**src/rtl/banco_registradores.sv**
```systemverilog
// banco_registradores: 32 x 32-bit MIPS register bank.
// Synchronous writes, combinational reads with same-cycle write bypass,
// and a sequential dump engine that streams all registers one per cycle.
module banco_registradores #(
    parameter logic [31:0] SP_RESET = 32'd227,
    parameter logic [31:0] RA_RESET = 32'd0
) (
    input  logic        clk,
    input  logic        reset,
    input  logic        reg_write,
    input  logic [4:0]  write_reg,
    input  logic [31:0] write_data,
    input  logic [4:0]  read_reg_1,
    input  logic [4:0]  read_reg_2,
    output logic [31:0] read_data_1,
    output logic [31:0] read_data_2,
    input  logic        dump_start,
    output logic        dump_busy,
    output logic        dump_valid,
    output logic [4:0]  dump_index,
    output logic [31:0] dump_data,
    output logic        dump_done
);

    localparam logic [1:0] ST_IDLE = 2'd0;
    localparam logic [1:0] ST_DUMP = 2'd1;
    localparam logic [1:0] ST_DONE = 2'd2;

    logic [31:0] regs [32];
    logic [1:0]  state;
    logic [4:0]  counter;

    // Register array: reset loads $29/$31 defaults; index 0 is never written.
    always_ff @(posedge clk) begin
        if (reset) begin
            for (int unsigned i = 0; i < 32; i++) begin
                regs[i] <= '0;
            end
            regs[29] <= SP_RESET;
            regs[31] <= RA_RESET;
        end else if (reg_write && (write_reg != 5'd0)) begin
            regs[write_reg] <= write_data;
        end
    end

    // Read ports: $0 is hard zero, then same-cycle bypass, then array.
    always_comb begin
        read_data_1 = regs[read_reg_1];
        read_data_2 = regs[read_reg_2];
        if (read_reg_1 == 5'd0) begin
            read_data_1 = '0;
        end else if (reg_write && (write_reg == read_reg_1)) begin
            read_data_1 = write_data;
        end
        if (read_reg_2 == 5'd0) begin
            read_data_2 = '0;
        end else if (reg_write && (write_reg == read_reg_2)) begin
            read_data_2 = write_data;
        end
    end

    // Dump engine: IDLE -> DUMP (32 words, pre-edge array contents) -> DONE.
    always_ff @(posedge clk) begin
        if (reset) begin
            state      <= ST_IDLE;
            counter    <= '0;
            dump_busy  <= 1'b0;
            dump_valid <= 1'b0;
            dump_done  <= 1'b0;
            dump_index <= '0;
            dump_data  <= '0;
        end else begin
            dump_done <= 1'b0;
            case (state)
                ST_IDLE: begin
                    if (dump_start) begin
                        state     <= ST_DUMP;
                        counter   <= '0;
                        dump_busy <= 1'b1;
                    end
                end
                ST_DUMP: begin
                    dump_valid <= 1'b1;
                    dump_index <= counter;
                    dump_data  <= regs[counter];
                    counter    <= counter + 5'd1;
                    if (counter == 5'd31) begin
                        state <= ST_DONE;
                    end
                end
                ST_DONE: begin
                    dump_valid <= 1'b0;
                    dump_done  <= 1'b1;
                    dump_busy  <= 1'b0;
                    state      <= ST_IDLE;
                end
                default: begin
                    state      <= ST_IDLE;
                    dump_busy  <= 1'b0;
                    dump_valid <= 1'b0;
                end
            endcase
        end
    end

endmodule

```
**config.mk**
```make
export PLATFORM = sky130hd
export DESIGN_NAME = banco_registradores
export DESIGN_NICKNAME = d
export VERILOG_FILES = /design/src/rtl/banco_registradores.sv
export SDC_FILE = /design/constraint.sdc
export NUM_CORES = 2
export LEC_CHECK = 0
export BUFFER_PORTS_ARGS = -buffer_cell sky130_fd_sc_hd__buf_2
export CAP_MARGIN = 20
export CELL_PAD_IN_SITES_DETAIL_PLACEMENT = 0
export CELL_PAD_IN_SITES_GLOBAL_PLACEMENT = 1
export CORE_ASPECT_RATIO = 1.2
export CORE_UTILIZATION = 56
export CTS_BUF_LIST = sky130_fd_sc_hd__clkbuf_4 sky130_fd_sc_hd__clkbuf_8
export DETAILED_ROUTE_END_ITERATION = 7
export PLACE_DENSITY = 0.87
export SLEW_MARGIN = 25
export SYNTH_ARGS = -nofsm -noshare
export SYNTH_HDL_FRONTEND = slang
export SYNTH_SLANG_ARGS = --single-unit
export TNS_END_PERCENT = 100
```
**constraint.sdc**
```tcl
create_clock -name clk -period 2.8 [get_ports clk]
set_input_delay 0.14 -clock clk [delete_from_list [all_inputs] [get_ports clk]]
set_output_delay 0.14 -clock clk [all_outputs]
set_load 0.1 [all_outputs]
```
==> results.json <==
{
  "fin_area_mm2": 0.0762,
  "period_share_pct": 120,
  "p_per_area_mw_per_mm2": 565,
  "p_seq_share_pct": 44.5,
  "final_nets": 4911,
  "required_ns": 2.66,
  "finalSetupViolations": 54,
  "ys_warn_count": 0,
  "dieArea_mm2": 0.116,
  "viasPerCell": 7.58,
  "vdd_drop_max_v": 0.000554,
  "final_cell_mix": "edfxtp_1 (1024), and2_1 (989), mux4_2 (674)",
  "outcome": "finished, violations left",
  "crit_type": "flip-flop to primary output",
  "pin_count": 155,
  "core_area_mm2": 0.113,
  "cts_buffers": 178,
  "skew_ns": 0.0329,
  "fmax_ghz": 0.297,
  "min_path_type": "input port to flip-flop",
  "syn_area_mm2": 0.0643,
  "rows": 135,
  "cp-start-kind": "flip-flop",
  "dr.first_iter.drc_count": 8722,
  "setup_slack_ns": -0.562,
  "cp.arrival_ns": 3.22,
  "synth_async_sr_flop_share_pct": 0,
  "htree_levels": 4,
  "cts_buffer_depth": 3,
  "wire_per_inst_um": 40.5,
  "power_frac_comb_pct": 21.3,
  "grt_overflow": 0,
  "cts_tree": "built",
  "root_buffer": "clkbuf_8",
  "place_hpwl_um": 166000,
  "p_leak_nw": 26.3,
  "synth-edff-count": 1024,
  "grt_pass1_vias": 48600,
  "vias": 49500,
  "worstSkewPairLatency_ns": 0.94,
  "die_h_um": 373,
  "die-width_um": 311,
  "gp_congestion": 1.01,
  "drv_slew": 0,
  "io_buffers": 154,
  "hold_violations": 0,
  "maxSlewHeadroom_pct": 29.4,
  "firstDrtPassIters": 6,
  "violations": "setup timing",
  "netSwitchingFraction_pct": 30.5,
  "grt_pass1_wl_um": 364000,
  "worst_pin_slew_ns": 1.05,
  "synth_cells": 4482,
  "rsz0062_at_grt": "true",
  "final.fill_count": 7797,
  "clk_pin_slew_worst_paths_ns": 0.07,
  "drc": 0,
  "p_sw_mw": 13.1,
  "syn_to_final_growth_pct": 18.6,
  "drive_above_1_share_pct": 39.3,
  "layout_min_cycle_time_ns": 3.36,
  "end_kind": "primary output",
  "synth_flop_cell": "edfxtp_1",
  "register_area_mm2": 0.0317,
  "ys_seq_area_share_pct": 49.3,
  "tns_ns": -8.73,
  "multiInputGateArea_mm2": 0.0321,
  "drt.antenna.violating_nets": 0,
  "ys_ff_latch": 1071,
  "mostFrequentLayoutCell": "edfxtp_1",
  "p_int_mw": 29.9,
  "drv_cap": 0,
  "wirelength_um": 265000,
  "cp_max_fo": 3,
  "clock_power_share_pct": 34.3,
  "antenna_found_initial": 15,
  "synth_cell_types": 59,
  "grtUsageTotal_pct": 45.3,
  "dpl_cell_area_mm2": 0.0698,
  "syn_avg_cell_area_um2": 14.3,
  "numClockSinks": 1071,
  "start_util_pct": 56.7,
  "grt_max_degree": 67
}
## path summary, 6_finish.rpt
kind / start / to / slack, ns / cells after the start
setup / recovery: regs[30][28] / read_data_2[28] / -0.56 / 5
hold / removal: write_reg[3] / regs[29][1] / 0.11 / 5
setup reg to reg: state[1] / dump_data[20] / 0.16 / 6
hold reg to reg: dump_index[0] / dump_index[0] / 0.46 / 2
## Yosys cell counts (22+ instances only)
master       n  area share (%)
mux2_2      31            0.54
nand2_1     68            0.40
and2_1     991             9.6
nand3_1     22            0.17
edfxtp_1  1024              48
a32o_1      33            0.51
nand2b_1    23            0.22
mux4_2     674              24
buf_2       88            0.69
a21oi_1     64            0.50
buf_1       22            0.13
or2_2       32            0.31
o21ai_0     40            0.31
o22ai_1    142             1.4
a31oi_1     36            0.35
clkbuf_1   334             2.0
a22oi_1     70            0.82
nor2_1     147            0.86
o21a_1      29            0.34
buf_4       26            0.30
buf_6       32            0.56
dfxtp_1     47             1.5
a221oi_1    71            0.97
a22o_1      27            0.37
mux2i_1    228             3.6
## flip-flops by register name, summed over array words and instances, names as in the netlist
register	count
dump_valid	1
counter	5
dump_busy	1
dump_index	5
dump_data	32
dump_done	1
regs	1024
state	2
## power by group through the flow
stage / sequential (mW) / clock [mW] / combinational, mW
global route: 19.2 / 15.3 / 9.22
floorplan: 19.4 / 0 / 4.98
finish: 19.2 / 14.8 / 9.16
global placement: 19.4 / 0 / 8.23
detailed placement: 19.4 / 0 / 8.27
CTS: 19.1 / 14.7 / 8.75
## logic make-up after synthesis
kind of cell | Yosys count | share of synthesized area (%)
compound gates | 588 | 6.59
xor+xnor | 10 | 0.136
fa+ha+maj | 2 | 0.0389
buf+inv | 510 | 3.75
flops | 1071 | 49.3
mux | 933 | 27.7
other cells | 1 | 0.00583
simple gates | 1367 | 12.5
## metrics by stage
stage | worst slack [ns] | std cells | power (mW) | hold WS [ns] | util, %
floorplan | -0.0228 | 4513 | 24.4 | 0.320 | -
global placement | -0.00754 | 6048 | 27.6 | 0.442 | 61.6
detailed placement | 0.00873 | 6048 | 27.7 | 0.448 | 61.6
CTS | -0.456 | 6493 | 42.5 | 0.0359 | 66.8
global route | -0.545 | 6519 | 43.8 | 0.0923 | 67.3
finish | -0.562 | 6528 | 43.1 | 0.109 | 67.3
## final cells by class
cell class	instances	share of cell area [%]
diodes	13	0.0427
repair buffers	671	9.00
flip-flops and latches	1071	41.6
inverters	4	0.0197
clock buffers	225	3.74
well taps	1507	2.47
multi-input cells	2932	42.1
clock inverters	105	1.09
## critical path, stage by stage, from the launching register on
cell and delay (ns):
edfxtp_1 0.43, mux4_2 0.48, mux4_2 0.64, nand3_2 0.13, o211ai_1 0.30, buf_6 0.31
## layer usage
layer	wire (µm)	GRT usage (%)
met2	113000	64.7
met5	64	0
met1	82900	55.0
met4	28500	39.5
met3	40400	15.3
## timing repair
action	CTS	global route
resized for setup	260	69
hold buffers	38	0
endpoints found under the hold margin	1022	0
endpoints found under the setup margin	64	63
setup buffers	91	29
pin swaps	106	56
(Power assumes the default switching activity.)
